File: src/rtl/mux_pkg.sv
// Shared definitions for the 4-channel mux control path: channel indices,
// select width and the arbiter FSM state type.
package mux_pkg;

    localparam int NUM_CH = 4;
    localparam int SEL_W  = 2;

    localparam logic [SEL_W-1:0] CH_A = 2'd0;
    localparam logic [SEL_W-1:0] CH_B = 2'd1;
    localparam logic [SEL_W-1:0] CH_C = 2'd2;
    localparam logic [SEL_W-1:0] CH_D = 2'd3;

    typedef enum logic {
        ST_IDLE  = 1'b0,
        ST_GRANT = 1'b1
    } state_e;

    // One-hot decode of a channel index.
    function automatic logic [NUM_CH-1:0] ch_onehot(input logic [SEL_W-1:0] ch);
        logic [NUM_CH-1:0] oh;
        oh     = '0;
        oh[ch] = 1'b1;
        return oh;
    endfunction

endpackage : mux_pkg

File: src/rtl/rr_pick4.sv
// Combinational round-robin picker: first set request after 'last',
// wrapping around so that 'last' itself has the lowest priority.
module rr_pick4
    import mux_pkg::*;
(
    input  logic [NUM_CH-1:0] req,
    input  logic [SEL_W-1:0]  last,
    output logic [SEL_W-1:0]  idx,
    output logic              any
);

    logic [SEL_W-1:0]  cand [NUM_CH];
    logic [NUM_CH-1:0] hit;

    // cand[k] is the channel sitting k+1 positions after 'last'.
    for (genvar gi = 0; gi < NUM_CH; gi++) begin : g_cand
        assign cand[gi] = last + SEL_W'(gi + 1);
        assign hit[gi]  = req[cand[gi]];
    end

    always_comb begin
        idx = last;
        for (int k = NUM_CH - 1; k >= 0; k--) begin
            if (hit[k]) begin
                idx = cand[k];
            end
        end
    end

    assign any = |req;

endmodule : rr_pick4

File: src/rtl/rr_sel_arbiter_4ch.sv
// Round-robin, burst-limited arbiter for four valid/ready sources that
// steers the 4-to-1 mux select and presents one output handshake.
module rr_sel_arbiter_4ch
    import mux_pkg::*;
#(
    parameter  int MAX_BURST = 4,
    localparam int CNT_W     = $clog2(MAX_BURST) + 1
)(
    input  logic              clk,
    input  logic              reset_L,
    input  logic [NUM_CH-1:0] req_valid,
    output logic [NUM_CH-1:0] req_ready,
    output logic [SEL_W-1:0]  sel,
    output logic              out_valid,
    input  logic              out_ready,
    output logic              busy
);

    localparam logic [CNT_W-1:0] CNT_LAST = CNT_W'(MAX_BURST - 1);

    state_e            state_q;
    logic [SEL_W-1:0]  sel_q;
    logic [SEL_W-1:0]  last_q;
    logic [CNT_W-1:0]  cnt_q;

    logic [SEL_W-1:0]  pick_idx;
    logic              pick_any;
    logic              in_grant;
    logic              cur_valid;
    logic              xfer;

    rr_pick4 u_pick (
        .req  (req_valid),
        .last (last_q),
        .idx  (pick_idx),
        .any  (pick_any)
    );

    assign in_grant  = (state_q == ST_GRANT);
    assign cur_valid = req_valid[sel_q];
    assign xfer      = in_grant & cur_valid & out_ready;

    always_ff @(posedge clk or negedge reset_L) begin
        if (!reset_L) begin
            state_q <= ST_IDLE;
            sel_q   <= CH_A;
            last_q  <= CH_D;
            cnt_q   <= '0;
        end else begin
            case (state_q)
                ST_IDLE: begin
                    if (pick_any) begin
                        sel_q   <= pick_idx;
                        cnt_q   <= '0;
                        state_q <= ST_GRANT;
                    end
                end
                ST_GRANT: begin
                    // A transfer wins over the idle-channel exit; both leave via IDLE.
                    if (xfer) begin
                        if (cnt_q == CNT_LAST) begin
                            last_q  <= sel_q;
                            cnt_q   <= '0;
                            state_q <= ST_IDLE;
                        end else begin
                            cnt_q <= cnt_q + CNT_W'(1);
                        end
                    end else if (!cur_valid) begin
                        last_q  <= sel_q;
                        cnt_q   <= '0;
                        state_q <= ST_IDLE;
                    end
                end
                default: begin
                    state_q <= ST_IDLE;
                end
            endcase
        end
    end

    for (genvar gi = 0; gi < NUM_CH; gi++) begin : g_ready
        assign req_ready[gi] = in_grant & out_ready & (sel_q == SEL_W'(gi));
    end

    assign sel       = sel_q;
    assign out_valid = in_grant & cur_valid;
    assign busy      = in_grant;

endmodule : rr_sel_arbiter_4ch

File: config.mk
export PLATFORM = sky130hd
export DESIGN_NAME = rr_sel_arbiter_4ch
export DESIGN_NICKNAME = d
export VERILOG_FILES = /design/src/rtl/mux_pkg.sv /design/src/rtl/rr_pick4.sv /design/src/rtl/rr_sel_arbiter_4ch.sv
export SDC_FILE = /design/constraint.sdc
export NUM_CORES = 1
export LEC_CHECK = 0
export CORE_AREA = 2 2 39 41
export CTS_BUF_LIST = sky130_fd_sc_hd__clkbuf_4 sky130_fd_sc_hd__clkbuf_8 sky130_fd_sc_hd__clkbuf_16
export DETAILED_ROUTE_END_ITERATION = 10
export DIE_AREA = 0 0 41 43
export GPL_ROUTABILITY_DRIVEN = 0
export PLACE_DENSITY_LB_ADDON = 0.15
export SLEW_MARGIN = 10
export SYNTH_ARGS = -nofsm -noshare
export SYNTH_HDL_FRONTEND = slang
export SYNTH_SLANG_ARGS = --single-unit
File: constraint.sdc
create_clock -name clk -period 2.3 [get_ports clk]
set_clock_uncertainty 0.15 [all_clocks]
set_input_delay 0.69 -clock clk [delete_from_list [all_inputs] [get_ports clk]]
set_output_delay 0.69 -clock clk [all_outputs]
set_load 0.01 [all_outputs]
==> results by group, run 1 <==
Timing
  • Final WS setup: -77.9 ps
  • Final Setup Violations: 1
  • Max Freq: 0.421 GHz
  • Slew @ Worst Pin: 373 ps
  • Slew HR: 0.751
  • Final hold vios: 0
  • RSZ-0062 raised after global routing: true
  • Max-slew violation count: 0
  • Sum Neg Setup Slack: -77.9 ps
  • Min Clock Period, post-route: 2380 ps
  • Final period utilization: 1.03

Final layout
  • # nets final: 87
  • Fraction of layout cells with a size suffix above 1: 0.333
  • Fill cells: 134
  • Diode count: 0
  • Area Growth Syn to Fin: 45.4%

Worst setup path
  • Crit path arrival time: 1540 ps
  • CP startpoint kind: input pin
  • Required @ worst endpoint: 1460 ps
  • Worst-path fanout max: 5
  • Crit Reg-Reg Endpoint: last_q[1]
  • Origin of the critical flop-to-flop path: sel[0]
  • R2R Setup Slk: 510 ps
  • CP Class: in2out
  • CP Capture Type: output pin
  • Worst Reg-to-Reg Cells: 4
  • Crit path from: req_valid[3]

Placed design
  • I/O Buffers: 14
  • DP Wirelength: 944 um
  • Pre-CTS setup slack: -831 ps

Logic synthesis
  • Syn_area_per_cell: 9.68 um^2
  • Number of synthesized register bits: 8
  • Sequential share of the synthesized area: 0.395
  • Cell Area, Synth: 513 um^2
  • Synthesized net count: 61
  • Syn. warnings: 0
  • Distinct cells, synth: 30
  • Post-synthesis cell count: 53

Routing
  • DRC: 0
  • Final wirelength: 1160 um
  • Vias post-DR: 467
  • Final ANT Viol Nets: 0
  • Initial DRC count: 3
  • Wire length per cell: 12.4 um
  • Vias/cell: 4.97
  • Initial DRT Pass Iterations: 2

Floorplanning
  • Row count: 14
  • Die width: 41 um
  • Io pins: 15
  • Core ar.: 1380 um^2
  • Die Y: 43 um
  • Initial core utilization: 0.371
  • Die area: 1760 um^2

Power
  • LEAKAGE: 0.338 nW
  • Peak VDD IR: 0.000529 V
  • PD cells: 1170 nW/um^2

Hold path
  • Hold Path Origin: cnt_q[0]
  • Hold Path End: cnt_q[0]
  • HP Class: reg2reg
  • Hold depth: 1

Global route
  • Largest net degree at the start of global routing: 9
  • GRT Overall Usage: 0.160
  • Vias in the first global route: 451
  • Total gr overflow: 0
  • First-pass GRT wire length: 1950 um
  • Initial antenna violation count: 0

Clock network
  • Hold buffers post-CTS: 0
  • H-tree depth: 1
  • TritonCTS Sinks: 8
  • Clk slew on worst S/H paths: 60 ps
  • Clock latency at the later pin of the worst-skew pair: 250 ps
  • CTS Buf Count: 3
  • CTS tree: yes
  • Postcts setup bufs: 0
  • Max clock buf depth: 2
  • Clock Tree Root: clkbuf_4

Outcome
  • Status: finished, violations left
  • Violated checks: negative setup slack

Flow run
  • Max Cap Viol: 0
-- Yosys cell counts (all sizes together) --
library cell / instances / area, um^2
a21boi: 1 / 7.51
a21o: 1 / 7.51
a21oi: 3 / 26.3
a22oi: 1 / 7.51
a2bb2oi: 1 / 8.76
a31oi: 1 / 6.26
and2: 2 / 12.5
and3b: 1 / 8.76
clkbuf: 2 / 7.51
dfrtp: 6 / 150
dfstp: 2 / 52.6
ha: 1 / 12.5
inv: 4 / 15.0
mux2: 2 / 22.5
mux2i: 3 / 30.0
mux4: 1 / 22.5
nand2: 2 / 7.51
nand2b: 1 / 6.26
nand3: 1 / 5.00
nand3b: 1 / 7.51
nand4: 2 / 12.5
nor2: 5 / 18.8
nor2b: 2 / 12.5
nor3: 2 / 10.0
o2111ai: 1 / 8.76
o21ai: 1 / 5.00
o31ai: 1 / 7.51
or3: 1 / 6.26
or4: 1 / 7.51
-- cell usage in the layout (no fill, tap or decap), types with 2 or more instances in the layout --
master / instances
nor2b_1: 2
dfstp_2: 2
nand2_1: 2
mux2i_1: 3
clkbuf_4: 4
and2_1: 2
buf_2: 5
inv_1: 4
dfrtp_1: 6
nor2_1: 5
nor3_1: 2
a21oi_1: 2
buf_4: 9
clkdlybuf4s50_1: 4
mux2_1: 2
clkdlybuf4s15_2: 2
nand4_1: 2
-- critical path, cell delays in order --
cell	delay [ps]
buf_8	100
mux4_2	470
and2_1	150
buf_2	130
-- cell families after synthesis --
logic type / after synthesis / share of synthesized area
fa+ha+maj: 1 / 0.0244
buf+inv: 6 / 0.0439
compound gates: 11 / 0.166
flops: 8 / 0.395
simple gates: 21 / 0.224
mux: 6 / 0.146
-- layout make-up --
class                           instances  area (um^2)  share of cell area
Clock buffer                            4         30.0              0.0403
Inverter                                4         15.0              0.0201
Multi-Input combinational cell         39          288               0.386
Sequential cell                         8          203               0.272
Tap cell                               16         20.0              0.0268
Timing Repair Buffer                   23          190               0.255
-- timing repair --
action                     4_1_cts  5_1_grt
cloned                           0        0
setup endpoints to repair        5        1
gates resized for setup         37        1
pin swaps                        1        0
-- layer usage --
layer	up-vias	wire, um	GRT usage
met1	222	529	0.201
met2	4	600	0.256
li1	241	-	-
met4	0	0	0.0200
met3	0	33	0.0628
met5	-	0	0
-- per-stage QoR --
step	utilization	std cells	total power [mW]	cell area (um^2)	hold WS, ps
6_report	0.539	94	0.873	746	331
2_1_floorplan	-	53	0.544	513	244
5_1_grt	0.539	94	0.947	746	371
4_1_cts	0.536	94	0.891	742	336
3_3_place_gp	0.530	90	0.772	733	319
3_5_place_dp	0.530	90	0.782	733	328
-- registers in the layout (all words and copies together) (netlist names) --
register,flops
cnt_q,3
last_q,2
busy,1
sel,2
-- worst max path at each step --
| stage | to | slack, ps | depth (start not counted) |
|---|---|---|---|
| floorplan | out_valid | 30 | 2 |
| global placement | out_valid | -820 | 4 |
| detailed placement | out_valid | -830 | 4 |
| CTS | out_valid | -80 | 4 |
| global route | out_valid | -110 | 4 |
| finish | out_valid | -80 | 4 |
-- power breakdown --
group | switching [mW] | internal, mW
logic | 0.217 | 0.256
clock network | 0.0471 | 0.0781
registers | 0.0614 | 0.213
total | 0.326 | 0.547
(Power assumes the default switching activity.)
==> run 2, diff against run 1 <==
--- a/config.mk
+++ b/config.mk
@@ -6,7 +6,7 @@
 export NUM_CORES = 1
 export LEC_CHECK = 0
 export CORE_AREA = 2 2 39 41
-export CTS_BUF_LIST = sky130_fd_sc_hd__clkbuf_4 sky130_fd_sc_hd__clkbuf_8 sky130_fd_sc_hd__clkbuf_16
+export CTS_BUF_LIST = sky130_fd_sc_hd__clkbuf_8
 export DETAILED_ROUTE_END_ITERATION = 10
 export DIE_AREA = 0 0 41 43
 export GPL_ROUTABILITY_DRIVEN = 0
==> results by group, run 2 (synthesis results as in run 1) <==
Outcome
  • Violated checks: negative setup slack
  • Status: finished, violations left

Flow run
  • Max Cap Viol: 0

Global route
  • GRT Overall Usage: 0.164
  • Initial antenna violation count: 0
  • First-pass GRT wire length: 1970 um
  • Vias in the first global route: 452
  • Total gr overflow: 0
  • Largest net degree at the start of global routing: 9

Placed design
  • Placed cells: 90
  • I/O Buffers: 14
  • DP Wirelength: 944 um
  • Pre-CTS setup slack: -831 ps

Worst setup path
  • Max stage delay on crit path: 470 ps
  • CP delay by family, top: multiplexers
  • Worst-path fanout max: 5
  • Slowest CP cell: mux4_2
  • Worst Reg-to-Reg Cells: 4
  • R2R Setup Slk: 510 ps
  • Worst path cell trace: buf_8 -> mux4_2 -> and2_1 -> buf_2
  • CP startpoint kind: input pin
  • Bufs and invs on worst path: 2
  • Required @ worst endpoint: 1460 ps
  • CP Capture Type: output pin
  • Origin of the critical flop-to-flop path: sel[0]
  • CP Class: in2out
  • Crit Reg-Reg Endpoint: last_q[1]
  • Crit path arrival time: 1540 ps

Floorplanning
  • Io pins: 15
  • Die area: 1760 um^2
  • Initial core utilization: 0.371
  • Core ar.: 1380 um^2
  • Row count: 14
  • Die width: 41 um
  • Die Y: 43 um

Clock network
  • Clock latency at the later pin of the worst-skew pair: 230 ps
  • H-tree depth: 1
  • CTS Buf Count: 3
  • Hold buffers post-CTS: 0
  • Clock Tree Root: clkbuf_8
  • TritonCTS Sinks: 8
  • Clk slew on worst S/H paths: 40 ps
  • Max clock buf depth: 2
  • CTS tree: yes

Final layout
  • Final cell count without fillers: 94
  • Area Growth Syn to Fin: 48.3%
  • Diode count: 0
  • Max FFs per register: 3
  • Fill cells: 136
  • # nets final: 87
  • Fraction of layout cells with a size suffix above 1: 0.321
  • Commonest non-fill, non-tap cell in the layout: buf_4
  • Largest Register: cnt_q
  • Most frequent cells in the layout: buf_4, dfrtp_1, nor2_1, inv_1, buf_2
  • Final Util: 0.550

Power
  • Flop pwr share: 0.299
  • LEAKAGE: 0.346 nW
  • Sw frac: 0.364
  • Net switching power: 0.335 mW
  • Gate power share: 0.517
  • P_int: 0.585 mW
  • Clock Power Share: 0.184
  • PD cells: 1210 nW/um^2
  • Peak VDD IR: 0.000586 V

Timing
  • RSZ-0062 raised after global routing: true
  • Min Clock Period, post-route: 2380 ps
  • Final period utilization: 1.03
  • Final hold vios: 0
  • Max Freq: 0.421 GHz
  • Slew HR: 0.764
  • Max-slew violation count: 0
  • Final WS setup: -78.0 ps
  • Final Setup Violations: 1
  • Slew @ Worst Pin: 353 ps

Routing
  • Vias/cell: 4.97
  • Initial DRC count: 3
  • Met2 wire length: 634 um
  • Final ANT Viol Nets: 0
  • Initial DRT Pass Iterations: 3
  • Highest metal used: met3
  • Final wirelength: 1180 um
  • Wire length per cell: 12.6 um
  • DRC: 0
  • Vias post-DR: 467
  • DRT met1 WL: 516 um
  • DR WL met3: 33 um

Hold path
  • Hold Path Origin: cnt_q[0]
  • Hold Path End: cnt_q[0]
  • HP Class: reg2reg
  • Hold depth: 1
run 2: power groups by stage:
stage / Combinational (mW) / Clock, mW / Sequential (mW)
6_report: 0.475 / 0.169 / 0.275
5_1_grt: 0.526 / 0.183 / 0.288
3_5_place_dp: 0.505 / 0 / 0.277
4_1_cts: 0.485 / 0.177 / 0.278
2_1_floorplan: 0.272 / 0 / 0.272
3_3_place_gp: 0.497 / 0 / 0.276
run 2: layout make-up:
cell class,instances,area (um^2),share of cell area
well taps,16,20.0,0.0263
clock inverters,1,3.75,0.00493
repair buffers,23,190,0.250
inverters,4,15.0,0.0197
multi-input cells,39,288,0.378
clock buffers,3,41.3,0.0543
flip-flops and latches,8,203,0.266
run 2: worst max path at each step:
stage,startpoint,end,cells after the start
after floorplan,req_valid[3],out_valid,2
after global placement,req_valid[3],out_valid,4
after detailed placement,req_valid[3],out_valid,4
after CTS,req_valid[3],out_valid,4
after global routing,req_valid[3],out_valid,4
final,req_valid[3],out_valid,4
run 2: layer usage:
layer  vias up  global-route usage
li1        242                   -
met1       221               0.201
met2         4               0.269
met3         0              0.0628
met4         0              0.0200
met5         -                   0
run 2: through the flow:
| stage | setup TNS [ps] | area (um^2) | total power, mW | hold WS (ps) |
|---|---|---|---|---|
| 5_1_grt | -107 | 761 | 0.997 | 369 |
| 2_1_floorplan | 0 | 513 | 0.544 | 244 |
| 4_1_cts | -83.3 | 757 | 0.940 | 334 |
| 3_3_place_gp | -4050 | 733 | 0.772 | 319 |
| 3_5_place_dp | -4310 | 733 | 0.782 | 328 |
| 6_report | -78.0 | 761 | 0.920 | 331 |
run 2: what timing repair did:
item,in CTS,in global routing
gates resized for setup,37,1
buffers inserted,0,0
pin swaps,1,0
hold endpoints to repair,0,0
endpoints found under the setup margin,7,1
gates cloned,0,0
